===== src/rtl/mac_pkg.sv =====
// rtl/mac_pkg.sv - rounding mode encodings shared by the round pipe and the MAC controller
package mac_pkg;
  typedef logic [1:0] rnd_mode_t;

  localparam rnd_mode_t RND_TRUNC = 2'd0;
  localparam rnd_mode_t RND_RTZ   = 2'd1;
  localparam rnd_mode_t RND_RHAZ  = 2'd2;
  localparam rnd_mode_t RND_RNE   = 2'd3;
endpackage


===== src/rtl/rtz_round_core.sv =====
// rtl/rtz_round_core.sv - decides whether the truncated value gets bumped by one coarse LSB
module rtz_round_core
  import mac_pkg::*;
#(
  parameter int DATA_W = 16,
  parameter int DROP_W = 2
) (
  input  logic [DATA_W-1:0] x,
  input  rnd_mode_t         mode,
  output logic              inc_en
);
  localparam logic [DROP_W-1:0] HALF = DROP_W'(1 << (DROP_W - 1));

  logic [DROP_W-1:0] low;
  logic              neg;
  logic              t_lsb;

  always_comb begin
    low    = x[DROP_W-1:0];
    neg    = x[DATA_W-1];
    t_lsb  = x[DROP_W];
    inc_en = 1'b0;
    case (mode)
      RND_TRUNC: inc_en = 1'b0;
      RND_RTZ:   inc_en = neg && (low != '0);
      RND_RHAZ:  inc_en = neg ? (low > HALF) : (low >= HALF);
      RND_RNE:   inc_en = (low > HALF) || ((low == HALF) && t_lsb);
      default:   inc_en = 1'b0;
    endcase
  end
endmodule


===== src/rtl/rtz_round_pipe.sv =====
// rtl/rtz_round_pipe.sv - two-stage rounding pipe with saturation, valid/ready on both sides
module rtz_round_pipe
  import mac_pkg::*;
#(
  parameter int DATA_W = 16,
  parameter int DROP_W = 2,
  parameter int CNT_W  = 16
) (
  input  logic              clk,
  input  logic              rst,
  input  logic              in_valid,
  output logic              in_ready,
  input  logic [DATA_W-1:0] in_data,
  input  rnd_mode_t         in_mode,
  output logic              out_valid,
  input  logic              out_ready,
  output logic [DATA_W-1:0] out_data,
  output logic              out_sat,
  input  logic              sat_clr,
  output logic [CNT_W-1:0]  sat_count
);
  generate
    if (DROP_W < 1 || DROP_W > DATA_W - 2) begin : g_bad_drop_w
      $error("rtz_round_pipe: DROP_W must be in 1..DATA_W-2");
    end
  endgenerate

  localparam logic [DATA_W-1:0] SAT_VAL = {1'b0, {(DATA_W-1-DROP_W){1'b1}}, {DROP_W{1'b0}}};
  localparam logic [DATA_W:0]   INC_VAL = (DATA_W+1)'(1) << DROP_W;

  logic              s1_valid_q, s1_valid_d;
  logic [DATA_W-1:0] s1_x_q, s1_x_d;
  rnd_mode_t         s1_mode_q, s1_mode_d;
  logic              out_valid_q, out_valid_d;
  logic [DATA_W-1:0] out_data_q, out_data_d;
  logic              out_sat_q, out_sat_d;
  logic [CNT_W-1:0]  sat_count_q, sat_count_d;

  logic              inc_en;
  logic              s2_load;
  logic              s1_advance;
  logic              in_fire;
  logic [DATA_W-1:0] trunc_x;
  logic [DATA_W:0]   sum;
  logic              ovf;

  rtz_round_core #(
    .DATA_W (DATA_W),
    .DROP_W (DROP_W)
  ) u_core (
    .x      (s1_x_q),
    .mode   (s1_mode_q),
    .inc_en (inc_en)
  );

  always_comb begin
    s2_load    = !out_valid_q || out_ready;
    s1_advance = s1_valid_q && s2_load;
    in_ready   = !s1_valid_q || s1_advance;
    in_fire    = in_valid && in_ready;

    // The bump only ever moves toward +inf, so only positive overflow is possible.
    trunc_x = {s1_x_q[DATA_W-1:DROP_W], {DROP_W{1'b0}}};
    sum     = {trunc_x[DATA_W-1], trunc_x} + (inc_en ? INC_VAL : '0);
    ovf     = sum[DATA_W] != sum[DATA_W-1];

    s1_valid_d = s1_valid_q;
    s1_x_d     = s1_x_q;
    s1_mode_d  = s1_mode_q;
    if (in_fire) begin
      s1_valid_d = 1'b1;
      s1_x_d     = in_data;
      s1_mode_d  = in_mode;
    end else if (s1_advance) begin
      s1_valid_d = 1'b0;
    end

    out_valid_d = out_valid_q;
    out_data_d  = out_data_q;
    out_sat_d   = out_sat_q;
    if (s2_load) begin
      out_valid_d = s1_valid_q;
      if (s1_valid_q) begin
        out_data_d = ovf ? SAT_VAL : sum[DATA_W-1:0];
        out_sat_d  = ovf;
      end
    end

    sat_count_d = sat_count_q;
    if (sat_clr) begin
      sat_count_d = '0;
    end else if (out_valid_q && out_ready && out_sat_q && !(&sat_count_q)) begin
      sat_count_d = sat_count_q + 1'b1;
    end
  end

  always_ff @(posedge clk) begin
    if (rst) begin
      s1_valid_q  <= 1'b0;
      s1_x_q      <= '0;
      s1_mode_q   <= RND_TRUNC;
      out_valid_q <= 1'b0;
      out_data_q  <= '0;
      out_sat_q   <= 1'b0;
      sat_count_q <= '0;
    end else begin
      s1_valid_q  <= s1_valid_d;
      s1_x_q      <= s1_x_d;
      s1_mode_q   <= s1_mode_d;
      out_valid_q <= out_valid_d;
      out_data_q  <= out_data_d;
      out_sat_q   <= out_sat_d;
      sat_count_q <= sat_count_d;
    end
  end

  assign out_valid = out_valid_q;
  assign out_data  = out_data_q;
  assign out_sat   = out_sat_q;
  assign sat_count = sat_count_q;
endmodule

===== config.mk =====
export PLATFORM = sky130hd
export DESIGN_NAME = rtz_round_pipe
export DESIGN_NICKNAME = d
export VERILOG_FILES = /design/src/rtl/mac_pkg.sv /design/src/rtl/rtz_round_core.sv /design/src/rtl/rtz_round_pipe.sv
export SDC_FILE = /design/constraint.sdc
export NUM_CORES = 1
export LEC_CHECK = 0
export CORE_MARGIN = 4
export CORE_UTILIZATION = 49
export CTS_CLUSTER_DIAMETER = 30
export DETAILED_ROUTE_END_ITERATION = 8
export GPL_TIMING_DRIVEN = 0
export PLACE_DENSITY = 0.8
export SYNTH_ARGS = -nofsm -noshare
export SYNTH_HDL_FRONTEND = slang
export SYNTH_SLANG_ARGS = --single-unit

===== constraint.sdc =====
create_clock -name clk -period 3.2 [get_ports clk]
set_clock_uncertainty 0.05 [all_clocks]
set_input_delay 0.48 -clock clk [delete_from_list [all_inputs] [get_ports clk]]
set_output_delay 0.48 -clock clk [all_outputs]
set_load 0.01 [all_outputs]

After elaboration in Yosys (flattened, before gate mapping):

Index checks and enable logic that the tools add are counted.

* register bits after elaboration: 53
* bits in latches: 0
* memory bits (writable): 0
* memory bits (read-only): 0
* input bits: 23
* output and inout bits: 35
* word-level logic and storage cells: 41
* memories: 0

* add/subtract/negate cells: 2
* $mul: 0
* div/mod/pow operators: 0
* order comparisons: 2
* equal/unequal tests: 5
* shift-type cells: 0
* multiplexer cells: 6
* bitwise gates (word level): 0
* reductions and logical operators: 19

Operator list (number)
* $add 16x4->17: 1
* $add 16x1->16 const B: 1
* $mux 16: 1
* $reduce_and 16->1: 1
* $logic_and 1x1->1: 7
* $eq 2x2->1 const B: 3
* $pmux 1 s4: 1
* $reduce_bool 2->1: 2
* $logic_not 1->1: 3
* $logic_or 1x1->1: 3
* $mux 1: 3
* $mux 3: 1
* $eq 2x1->1 const B: 1
* $ge 2x2->1 const B: 1
* $gt 2x2->1 const B: 1
* $logic_not 2->1: 1
* $reduce_and 2->1: 1
* $reduce_or 2->1: 1
* $ne 1x1->1: 1

Longest topological paths before layout:

* depth after elaboration: 8
* depth in mapped cells: 12
* mapped depth without buffers: 11

Cells and area by module:

From an unflattened synthesis, not the netlist that was laid out.

* cell total of the unflattened synthesis: 289
* area, all modules: 2347.3 um^2

By module, submodules not included
* rtz_round_pipe: instances 1, cells each 282, area an instance 2312.2 um^2, sequential area each 1021.0 um^2
* rtz_round_core: instances 1, cells each 7, area an instance 35.0 um^2, sequential area each 0.0 um^2

Worst setup path after synthesis:

No wires, ideal clock.

* path type: reg2reg
* start point: register s1_x_q[15]
* end point: register out_data_q[10], in the netlist out_data[10]
* setup time: 0.144 ns
* arrival: 2.485 ns
* required time: 3.006 ns
* slack: 0.521 ns
* stages on the path, launching flop included: 13
* path buffers: 1
* clock period less this slack: 2.679 ns
* cell sequence: dfxtp_1 mux2i_1 a31oi_1 a22o_1 ha_1 ha_1 and3_1 clkbuf_1 nand3_1 o21a_1 ha_1 nor2_1 a211oi_1

* longest elaborated chain between the ends: 6
* elaborated cells between the ends (all ways): 7
* those cells by class: add/sub (1); eq/ne (1); mux (4); reduce/logical (1)

Ends and longest elaborated chain
* start, declared: RTL line rtz_round_pipe.sv:32 `logic [DATA_W-1:0] s1_x_q, s1_x_d;`
* start signal, assigned: RTL line rtz_round_pipe.sv:100 `s1_x_q <= '0;`
* start signal, assigned: RTL line rtz_round_pipe.sv:108 `s1_x_q <= s1_x_d;`
* $mux 1 / $logic_and 1x1->1 (equally long branches): RTL line rtz_round_core.sv:26, rtz_round_core.sv:25
* $pmux 1 s4: RTL line rtz_round_core.sv:23 `case (mode)`
* $mux 3: RTL line rtz_round_pipe.sv:64 `sum = {trunc_x[DATA_W-1], trunc_x} + (inc_en ? INC_VAL : '0);`
* $add 16x4->17 *: RTL line rtz_round_pipe.sv:64
* $ne 1x1->1 *: RTL line rtz_round_pipe.sv:65 `ovf = sum[DATA_W] != sum[DATA_W-1];`
* net ovf: RTL line rtz_round_pipe.sv:45 `logic ovf;`
* $mux 16 *: RTL line rtz_round_pipe.sv:84 `out_data_d = ovf ? SAT_VAL : sum[DATA_W-1:0];`
* end signal, assigned: RTL line rtz_round_pipe.sv:111 `out_data_q <= out_data_d;`
* end, declared: RTL line rtz_round_pipe.sv:35 `logic [DATA_W-1:0] out_data_q, out_data_d;`

The timed path passes the listed nets; every way through them passes the cells marked *.
A chain may end at the register's enable or synchronous reset.

Final worst setup path:

Ends and elaborated chain as after synthesis.

==> results.ini <==
[timing]
max_freq_mhz = 337
tns_ns = 0
relSlewSlack_pct = 58.4
setup_viol = 0
period_minus_slack_ns = 2.97
tightest_slew_ns = 0.619
final.period_utilization_pct = 92.7
hold_viol_final = 0
final_max_slew_viol_count = 0
holdWs_ns = 0.418

[yosys]
async_reset_ff_share_pct = 0
syn-instance-count = 288
yosysTopAreaCell = dfxtp_1
yosysTopAreaCellShare_pct = 43.7
ys_ff_latch = 51
synth_area_um2 = 2330
yosysMostFrequentCell = nand2_1
synth_area_leaders = dfxtp_1 44%, nand2_1 9.5%, a21oi_1 6.4%, xor2_1 3.8%, a211oi_1 3.5%
seq_area_frac_synth_pct = 43.7
avgSynthCellArea_um2 = 8.11
dominantRegCellSynth = dfxtp_1
synth_edf_count = 0
synthTopCellsByCount = 59 x nand2_1, 51 x dfxtp_1, 30 x a21oi_1
synth.distinct_cells = 40
yosys_warnings = 0

[clocking]
clock_latency_ns = 0.31
cts_tree = done
postCtsHoldBufs = 0
cts_resized = 0
cts_root_buf = clkbuf_8
clockBufferDepth = 2
post-cts-setup-buffer-count = 0
cts_made_buffers = 5
path_clk_slew_ns = 0.08
cts_sinks = 51
htreeDepth = 2

[worst_setup_path]
crit_cells = 12
reg2reg_to = out_data[10]
path_class = reg -> reg
cpMostUsedCell = ha_1
rr_startpoint = s1_x_q[15]
critPathBufInv = 1
cpMaxStageDelayCell = dfxtp_1
critPathRequiredTime_ns = 3.32
cp_top_family = adder cells
reg2reg_slack_ns = 0.23
worst_path_largest_cell_delay_ns = 0.44
reg2regPathDepth = 12
crit_fanout = 9
cp-start-kind = flop
critPathArrivalTime_ns = 3.09
crit_chain = mux2i_1 -> a31oi_1 -> a22o_1 -> ha_1 -> ha_1 -> and3_1 -> clkbuf_1 -> nand3_1 -> o21a_1 -> ha_1 -> nor2_2 -> a211oi_1
end_kind = flop

[power]
peakVddDrop_v = 0.000234
power.internal_mw = 0.885
seqPwrFrac_pct = 58.0
p_total_mw = 1.18
p_leak_nw = 1.05
p_clk_share_pct = 29.6
comb_power_share_pct = 12.4
powerDensity_nw_per_um2 = 389
switching_share_pct = 24.9
p_sw_mw = 0.294

[route]
dr.pass1.iters = 4
ant_nets = 0
drtIter0Drc = 107
drt-total-wl_um = 5300
routedWlPerCell_um = 13.2
vias_per_cell = 5.49
vias = 2207
drc = 0

[cells_and_area]
layout-drive-gt1-share_pct = 3.71
instances_no_fill = 402
n_fill_cell = 386
final_area_um2 = 3030
area_growth_pct = 29.7
fin_nets = 378
diodes = 0

[floorplanning]
initial_core_util_pct = 52.2
core_area_um2 = 4470
die_x_um = 77.0
rows = 24
io_pins = 58
die_h_um = 77.0
dieArea_um2 = 5930

[worst_hold_path]
min_to = s1_x_q[0]
hold_path.startpoint = s1_x_q[0]
hold_depth = 2
hold_class = reg -> reg

[run_status]
outcome = completed

[placement]
dpl.cell_count = 396
gp_congestion = 0.842
place_area_um2 = 2950
port_buffers = 55
dp_hpwl_um = 4050

[run]
drv_cap = 0

[global_routing]
grt_pass1_wl_um = 9030
grt_usage_pct = 18.2
grt_max_degree = 14
grt_pass1_vias = 2048
antenna_found_initial = 0
overflow = 0

## per-layer routing
metal | global-route usage (%) | routed length (um)
met5 | 0 | 0
met4 | 5.16 | 58
met3 | 4.10 | 292
met2 | 32.8 | 2640
met1 | 21.6 | 2310
## logic make-up (layout without fill, tap and decap cells)
logic type / after synthesis / after routing / synth area share, %
mux: 4 / 4 / 1.71
other cells: 1 / 2 / 0.161
fa+ha+maj: 4 / 4 / 2.14
compound gates: 62 / 62 / 16.3
simple gates: 134 / 134 / 27.9
xor+xnor: 11 / 11 / 4.13
buf+inv: 21 / 82 / 3.91
flops: 51 / 51 / 43.7
## cell usage in the layout, fill, tap and decap left out, types with 3 or more instances in the layout
cell	instances
a211oi_1	11
a21oi_1	30
a31oi_1	3
and2_1	3
and3_1	3
and4_1	4
buf_4	3
clkbuf_1	12
clkbuf_8	5
clkdlybuf4s50_1	55
dfxtp_1	51
ha_1	4
inv_1	4
mux2i_1	4
nand2_1	59
nand3_1	7
nand3b_1	3
nand4_1	10
nor2_1	17
nor3_1	9
o21a_1	3
o21ai_0	5
o31ai_1	3
or3_1	6
or4_1	4
xor2_1	10
## worst register-to-register path, cell delays in order, from the launching register on
cell      delay, ns
dfxtp_1        0.44
mux2i_1        0.10
a31oi_1        0.14
a22o_1         0.14
ha_1           0.18
ha_1           0.19
and3_1         0.16
clkbuf_1       0.25
nand3_1        0.12
o21a_1         0.19
ha_1           0.38
nor2_2         0.35
a211oi_1       0.14
## final cells by class
class | instances | area (um^2) | area share, %
clock buffer | 6 | 72.6 | 2.40
timing repair buffer | 55 | 551 | 18.2
multi-input combinational | 217 | 1230 | 40.6
tap | 52 | 65.1 | 2.15
buffer | 17 | 76.3 | 2.52
inverter | 4 | 15.0 | 0.496
sequential | 51 | 1020 | 33.7
## sequential cells by signal, summed over array words and instances, names as in the netlist
| register | cells |
|---|---|
| out_valid | 1 |
| out_data | 14 |
| s1_valid_q | 1 |
| s1_x_q | 16 |
| out_sat | 1 |
| s1_mode_q | 2 |
| sat_count | 16 |
## per-stage QoR
stage / worst slack (ns) / util, %
after floorplan: 0.521 / -
after global placement: 0.131 / 66.0
after detailed placement: 0.0719 / 66.0
after CTS: 0.0720 / 67.6
after global routing: -0.00238 / 67.7
final: 0.232 / 67.7
## power groups by stage
stage	clock (mW)	sequential, mW	combinational (mW)
2_1_floorplan	0	0.700	0.0692
3_3_place_gp	0	0.698	0.144
3_5_place_dp	0	0.698	0.146
4_1_cts	0.352	0.684	0.147
5_1_grt	0.373	0.688	0.161
6_report	0.349	0.684	0.146
## worst max-delay path by stage
stage               startpoint  slack, ns            to
floorplan           s1_x_q[15]       0.52  out_data[10]
global placement    s1_x_q[15]       0.13  out_data[13]
detailed placement  s1_x_q[15]       0.07  out_data[10]
CTS                 s1_x_q[15]       0.07  out_data[10]
global route        s1_x_q[15]     -0.002   out_data[9]
finish              s1_x_q[15]       0.23  out_data[10]
No activity file was read; power rests on OpenSTA's default activity.
